<file path="config.mk">
export PLATFORM = sky130hd
export DESIGN_NAME = dmem_requester_flat
export DESIGN_NICKNAME = d
export VERILOG_FILES = /design/src/rtl/dmem_requester_if.sv /design/src/rtl/dmem_requester.sv /design/src/flat_wrapper.sv
export SDC_FILE = /design/constraint.sdc
export NUM_CORES = 1
export LEC_CHECK = 0
export ABC_AREA = 1
export CAP_MARGIN = 20
export CORE_MARGIN = 1.5
export CORE_UTILIZATION = 23
export CTS_CLUSTER_SIZE = 40
export DETAILED_ROUTE_END_ITERATION = 16
export GPL_ROUTABILITY_DRIVEN = 1
export PLACE_DENSITY_LB_ADDON = 0.15
export SLEW_MARGIN = 20
export SYNTH_ARGS = -nofsm -noshare
export SYNTH_HDL_FRONTEND = slang
export SYNTH_SLANG_ARGS = --single-unit
</file>
<file path="constraint.sdc">
create_clock -name clk -period 2.7 [get_ports clk]
set_input_delay 0.54 -clock clk [delete_from_list [all_inputs] [get_ports clk]]
set_output_delay 0.54 -clock clk [all_outputs]
set_load 0.01 [all_outputs]
</file>
<file path="src/rtl/dmem_requester_if.sv">
// Handshake bundles for the data-memory requester: pipeline request/response side
// and the memory strobe/data side.
interface dmem_req_if;
   logic        req_valid;
   logic        req_ready;
   logic        req_we;
   logic [2:0]  req_funct3;
   logic [31:0] req_addr;
   logic [31:0] req_wdata;
   logic        resp_valid;
   logic [31:0] resp_rdata;
   logic        resp_err;

   modport master (
      output req_valid, req_we, req_funct3, req_addr, req_wdata,
      input  req_ready, resp_valid, resp_rdata, resp_err
   );
   modport slave (
      input  req_valid, req_we, req_funct3, req_addr, req_wdata,
      output req_ready, resp_valid, resp_rdata, resp_err
   );
endinterface

interface dmem_bus_if;
   logic [31:0] addr;
   logic [31:0] write_data;
   logic        memread;
   logic        memwrite;
   logic [3:0]  sign_mask;
   logic [31:0] read_data;
   logic        clk_stall;

   modport master (
      output addr, write_data, memread, memwrite, sign_mask,
      input  read_data, clk_stall
   );
   modport slave (
      input  addr, write_data, memread, memwrite, sign_mask,
      output read_data, clk_stall
   );
endinterface

</file>
<file path="src/rtl/dmem_requester.sv">
// One-at-a-time load/store initiator: decodes funct3 into sign_mask, rejects illegal or
// misaligned accesses, issues single-cycle strobes and returns a one-cycle response.
module dmem_requester #(
   parameter int unsigned TIMEOUT = 15
) (
   input  logic       clk,
   input  logic       reset_n,
   dmem_req_if.slave  req,
   dmem_bus_if.master mem
);

   typedef enum logic [2:0] {IDLE, ISSUE, RD_DATA, WR_WAIT, RESP} state_e;

   localparam logic [3:0] CNT_LAST = 4'(TIMEOUT - 1);

   state_e      state_q, state_d;
   logic [31:0] addr_q, addr_d;
   logic [31:0] wdata_q, wdata_d;
   logic        we_q, we_d;
   logic [3:0]  mask_q, mask_d;
   logic [31:0] rdata_q, rdata_d;
   logic        err_q, err_d;
   logic        resp_valid_q, resp_valid_d;
   logic        memread_q, memread_d;
   logic        memwrite_q, memwrite_d;
   logic        seen_q, seen_d;
   logic [3:0]  cnt_q, cnt_d;

   logic [3:0]  dec_mask;
   logic        dec_legal;
   logic        dec_misalign;
   logic        dec_bad;
   logic        wr_done;

   always_comb begin
      dec_mask  = '0;
      dec_legal = 1'b0;
      case (req.req_funct3)
         3'b000: begin dec_mask = req.req_we ? 4'b0001 : 4'b1001; dec_legal = 1'b1; end
         3'b001: begin dec_mask = req.req_we ? 4'b0011 : 4'b1011; dec_legal = 1'b1; end
         3'b010: begin dec_mask = 4'b0111; dec_legal = 1'b1; end
         3'b100: begin dec_mask = 4'b0001; dec_legal = !req.req_we; end
         3'b101: begin dec_mask = 4'b0011; dec_legal = !req.req_we; end
         default: ;
      endcase
      dec_misalign = ((dec_mask[2:1] == 2'b01) && req.req_addr[0]) ||
                     (dec_mask[2] && (req.req_addr[1:0] != 2'b00));
      dec_bad      = !dec_legal || dec_misalign;
   end

   // A stall already seen followed by a low clk_stall means the write has landed.
   assign wr_done = seen_q && !mem.clk_stall;

   always_ff @(posedge clk or negedge reset_n) begin
      if (!reset_n) begin
         state_q      <= IDLE;
         addr_q       <= '0;
         wdata_q      <= '0;
         we_q         <= 1'b0;
         mask_q       <= '0;
         rdata_q      <= '0;
         err_q        <= 1'b0;
         resp_valid_q <= 1'b0;
         memread_q    <= 1'b0;
         memwrite_q   <= 1'b0;
         seen_q       <= 1'b0;
         cnt_q        <= '0;
      end else begin
         state_q      <= state_d;
         addr_q       <= addr_d;
         wdata_q      <= wdata_d;
         we_q         <= we_d;
         mask_q       <= mask_d;
         rdata_q      <= rdata_d;
         err_q        <= err_d;
         resp_valid_q <= resp_valid_d;
         memread_q    <= memread_d;
         memwrite_q   <= memwrite_d;
         seen_q       <= seen_d;
         cnt_q        <= cnt_d;
      end
   end

   always_comb begin
      state_d = state_q;
      case (state_q)
         IDLE:    if (req.req_valid) state_d = dec_bad ? RESP : ISSUE;
         ISSUE:   state_d = we_q ? WR_WAIT : RD_DATA;
         RD_DATA: state_d = RESP;
         WR_WAIT: if (wr_done || (cnt_q == CNT_LAST)) state_d = RESP;
         RESP:    state_d = IDLE;
         default: state_d = IDLE;
      endcase
   end

   // Outputs are registered, so strobes and response are computed for the state being entered.
   always_comb begin
      addr_d       = addr_q;
      wdata_d      = wdata_q;
      we_d         = we_q;
      mask_d       = mask_q;
      rdata_d      = rdata_q;
      err_d        = err_q;
      seen_d       = seen_q;
      cnt_d        = cnt_q;
      resp_valid_d = 1'b0;
      memread_d    = 1'b0;
      memwrite_d   = 1'b0;
      case (state_q)
         IDLE: begin
            if (req.req_valid) begin
               addr_d  = req.req_addr;
               wdata_d = req.req_wdata;
               we_d    = req.req_we;
               mask_d  = dec_mask;
               if (dec_bad) begin
                  err_d        = 1'b1;
                  resp_valid_d = 1'b1;
               end else begin
                  memread_d  = !req.req_we;
                  memwrite_d = req.req_we;
               end
            end
         end
         RD_DATA: begin
            rdata_d      = mem.read_data;
            resp_valid_d = 1'b1;
         end
         WR_WAIT: begin
            if (mem.clk_stall) seen_d = 1'b1;
            cnt_d = cnt_q + 4'd1;
            if (state_d == RESP) begin
               resp_valid_d = 1'b1;
               err_d        = !wr_done;
            end
         end
         RESP: begin
            rdata_d = '0;
            err_d   = 1'b0;
            seen_d  = 1'b0;
            cnt_d   = '0;
         end
         default: ;
      endcase
   end

   assign req.req_ready  = (state_q == IDLE);
   assign req.resp_valid = resp_valid_q;
   assign req.resp_rdata = rdata_q;
   assign req.resp_err   = err_q;
   assign mem.addr       = addr_q;
   assign mem.write_data = wdata_q;
   assign mem.memread    = memread_q;
   assign mem.memwrite   = memwrite_q;
   assign mem.sign_mask  = mask_q;

endmodule

</file>
<file path="src/flat_wrapper.sv">
// flat-port wrapper written by rule: the top's interface ports become plain ports
module dmem_requester_flat 
#(
   parameter int unsigned TIMEOUT = 15
)
  (clk, reset_n, req_req_valid, req_req_we, req_req_funct3, req_req_addr, req_req_wdata, req_req_ready, req_resp_valid, req_resp_rdata, req_resp_err, mem_addr, mem_write_data, mem_memread, mem_memwrite, mem_sign_mask, mem_read_data, mem_clk_stall);
  dmem_req_if req_i ();
  dmem_bus_if mem_i ();
  input  logic clk;
  input  logic reset_n;
  input wire logic [$bits(req_i.req_valid)-1:0] req_req_valid;
  input wire logic [$bits(req_i.req_we)-1:0] req_req_we;
  input wire logic [$bits(req_i.req_funct3)-1:0] req_req_funct3;
  input wire logic [$bits(req_i.req_addr)-1:0] req_req_addr;
  input wire logic [$bits(req_i.req_wdata)-1:0] req_req_wdata;
  output wire logic [$bits(req_i.req_ready)-1:0] req_req_ready;
  output wire logic [$bits(req_i.resp_valid)-1:0] req_resp_valid;
  output wire logic [$bits(req_i.resp_rdata)-1:0] req_resp_rdata;
  output wire logic [$bits(req_i.resp_err)-1:0] req_resp_err;
  output wire logic [$bits(mem_i.addr)-1:0] mem_addr;
  output wire logic [$bits(mem_i.write_data)-1:0] mem_write_data;
  output wire logic [$bits(mem_i.memread)-1:0] mem_memread;
  output wire logic [$bits(mem_i.memwrite)-1:0] mem_memwrite;
  output wire logic [$bits(mem_i.sign_mask)-1:0] mem_sign_mask;
  input wire logic [$bits(mem_i.read_data)-1:0] mem_read_data;
  input wire logic [$bits(mem_i.clk_stall)-1:0] mem_clk_stall;
  assign req_i.req_valid = req_req_valid;
  assign req_i.req_we = req_req_we;
  assign req_i.req_funct3 = req_req_funct3;
  assign req_i.req_addr = req_req_addr;
  assign req_i.req_wdata = req_req_wdata;
  assign req_req_ready = req_i.req_ready;
  assign req_resp_valid = req_i.resp_valid;
  assign req_resp_rdata = req_i.resp_rdata;
  assign req_resp_err = req_i.resp_err;
  assign mem_addr = mem_i.addr;
  assign mem_write_data = mem_i.write_data;
  assign mem_memread = mem_i.memread;
  assign mem_memwrite = mem_i.memwrite;
  assign mem_sign_mask = mem_i.sign_mask;
  assign mem_i.read_data = mem_read_data;
  assign mem_i.clk_stall = mem_clk_stall;
  dmem_requester #(.TIMEOUT(TIMEOUT)) u_core (.clk(clk), .reset_n(reset_n), .req(req_i), .mem(mem_i));
endmodule
</file>
==> run metrics <==
syn_area_per_cell about 9.0 sq um; Worst-Margin Slew 0.5992 ns; DR WL/cell 13.99 um; Psw about 3 mW; R2R cell count 6; Lkg Pwr 3.608 nW; internal power 5.714 mW; R2R Setup Slk 0.89 ns; sequential area share after synthesis 0.6207; Syn-to-layout area delta 65.06%; RSZ-0062 raised after global routing no; Yosys cell types 25; vias in the first global route 4,223; largest net degree at the start of global routing 45; chip height 143.7 um; initial core utilization 0.2341; Total GRT Usage 0.1374; Post-DRT Antenna Nets 0; Diodes inserted 0; Primary FF master, synth dfrtp_1; initial antenna violation count 0; DIE AREA ~21,000 sq um; final setup vio count 0; Post-CTS Setup Bufs 0; drt first pass iters 4; Slew headroom 0.6005; final hold violations 0; clk_skew 0.005652 ns; Async S/R FF share, synth 1.000; DR vias/cell 4.194; Vias 4,165; RR Startpoint u_core.state_q[2]; worst-path maximum fanout 6; first-pass GRT wire length ~22,000 um; Clock Path Buffers 2; CP startpoint kind flop; commonest non-fill, non-tap cell in the layout nand2_1; pwr/cell area 1157 nW/um^2; HPWL after detailed placement 9798 um; Reg clk slew, reported paths approximately 0.050 ns; Comb pwr share 0.405; register bit total from synthesis 113; Worst EP required around 2.2 ns; TritonCTS Sinks 113; status completed; Max Clk Rate 431.9 MHz; commonest non-fill, non-tap cells in the layout nand2_1 (240), clkdlybuf4s50_1 (207), dfrtp_1 (113); Placed Area 6898 sq um; Clock Tree Root clkbuf_16; DIE WIDTH around 140 um; max-cap viol count 0; kind of critical path flop to primary output; critical path data arrival time 1.78 ns; CTS Hold Bufs 0; I/O Pins 209; Max VDD drop roughly 0.45 mV; Final Cycle Share 0.8576; post-route cell area about 7500 sq um; CTS tree yes; sw frac 0.3435; Layout fillers 1,898; Critical Path End Type primary output; nets ~820; fin crit period 2.315 ns; post-synthesis instance total 506; Hold Crit Class primary input to asynchronous set/reset pin; routed wire length ~14,000 um; Remaining DRCs 0; capture point of the worst reg-to-reg path u_core.mem.write_data[17]; GRT overflow 0; Sum Neg Setup Slack 0 ns; Post-synth EDFFs 0; core box area 19,460 sq um; floorplan row count 51; Yosys warnings 0; max-slew violation count 0; CTS buffer count 17; Flop pwr share 0.324; worst skew pair latency 0.41 ns; Mapped Area approximately 4600 sq um; Clk pwr share 0.271; IO buf count 208; layout cells sized above 1 0.06593; Synth Net Count 612; initial DRC count 133; H-tree levels 4; RePlAce Congestion 0.7272; Resized cells post-CTS 0; overall power around 8.7 mW
[worst max-delay path by stage]
stage	endpoint	from	slack [ns]	cells after the start
global placement	u_core.mem.addr[29]	req_req_valid	0.61	6
global route	req_req_ready	u_core.state_q[2]	0.28	2
CTS	req_req_ready	u_core.state_q[2]	0.34	2
floorplan	u_core.mem.addr[10]	u_core.state_q[2]	1.33	6
detailed placement	u_core.mem.addr[26]	req_req_valid	0.59	6
finish	req_req_ready	u_core.state_q[2]	0.38	2
[kinds of logic (layout without fill, tap and decap cells)]
kind of cell | Yosys count | after routing | synth area share
simple gates | 334 | 334 | 0.3060
flops | 113 | 113 | 0.6207
buf+inv | 41 | 263 | 0.04834
compound gates | 16 | 16 | 0.01950
fa+ha+maj | 2 | 2 | 0.005492
[metrics by stage]
stage / worst slack (ns) / hold slack [ns] / util / std cells
6_report: 0.3845 / 0.1353 / 0.3864 / 993
5_1_grt: 0.2813 / 0.1772 / 0.3864 / 993
4_1_cts: 0.3361 / 0.1532 / 0.3864 / 993
3_5_place_dp: 0.5925 / 0.4651 / 0.3544 / 961
3_3_place_gp: 0.6116 / 0.4623 / 0.3544 / 961
2_1_floorplan: 1.327 / 0.2444 / - / 506
[critical path, cell delays in order (launching register included)]
cell and delay (ns):
dfrtp_1 0.48, nor3_4 0.31, clkdlybuf4s50_1 0.58
[synth_stat cells (3+ instances only)]
master | count | area share
o21ai_0 | 4 | 0.0044
nor2_1 | 6 | 0.0049
buf_4 | 3 | 0.0049
nand4_1 | 3 | 0.0041
inv_1 | 10 | 0.0082
dfrtp_1 | 113 | 0.62
a21oi_1 | 3 | 0.0033
clkbuf_1 | 7 | 0.0058
o21ai_1 | 5 | 0.0055
nand3_1 | 78 | 0.086
buf_2 | 14 | 0.015
nand2_1 | 241 | 0.20
inv_2 | 3 | 0.0025
[registers in the layout, summed over array words and instances (netlist names)]
name / flops
u_core.mem.addr: 32
u_core.mem.write_data: 32
u_core.req.resp_rdata: 32
u_core.cnt_q: 4
u_core.mem.sign_mask: 4
u_core.state_q: 3
u_core.mem.memread: 1
u_core.mem.memwrite: 1
u_core.req.resp_err: 1
u_core.req.resp_valid: 1
u_core.seen_q: 1
u_core.we_q: 1
[routing by layer]
| metal | part of all wire | global-route usage |
|---|---|---|
| met3 | 0.079 | 0.04998 |
| met4 | 0.0094 | 0.03867 |
| met2 | 0.46 | 0.2163 |
| met1 | 0.45 | 0.1770 |
| met5 | 0 | 0 |
[power groups by stage]
stage               clock, mW  sequential (mW)  combinational [mW]
finish                   2.36             2.82                3.52
global route             2.51             2.90                3.90
detailed placement          0             2.84                3.59
CTS                      2.43             2.82                3.60
global placement            0             2.83                3.52
floorplan                   0             3.08                1.44
[area by class of cell]
class,instances,area [sq um],area share
sequential,113,2828,0.3760
timing repair buffer,218,2180,0.2899
multi-input combinational,352,1510,0.2008
clock buffer,22,464.2,0.06173
tap,265,331.6,0.04409
clock inverter,10,157.7,0.02097
inverter,13,48.80,0.006489
Note: power is estimated with default switching activity, not from simulation.
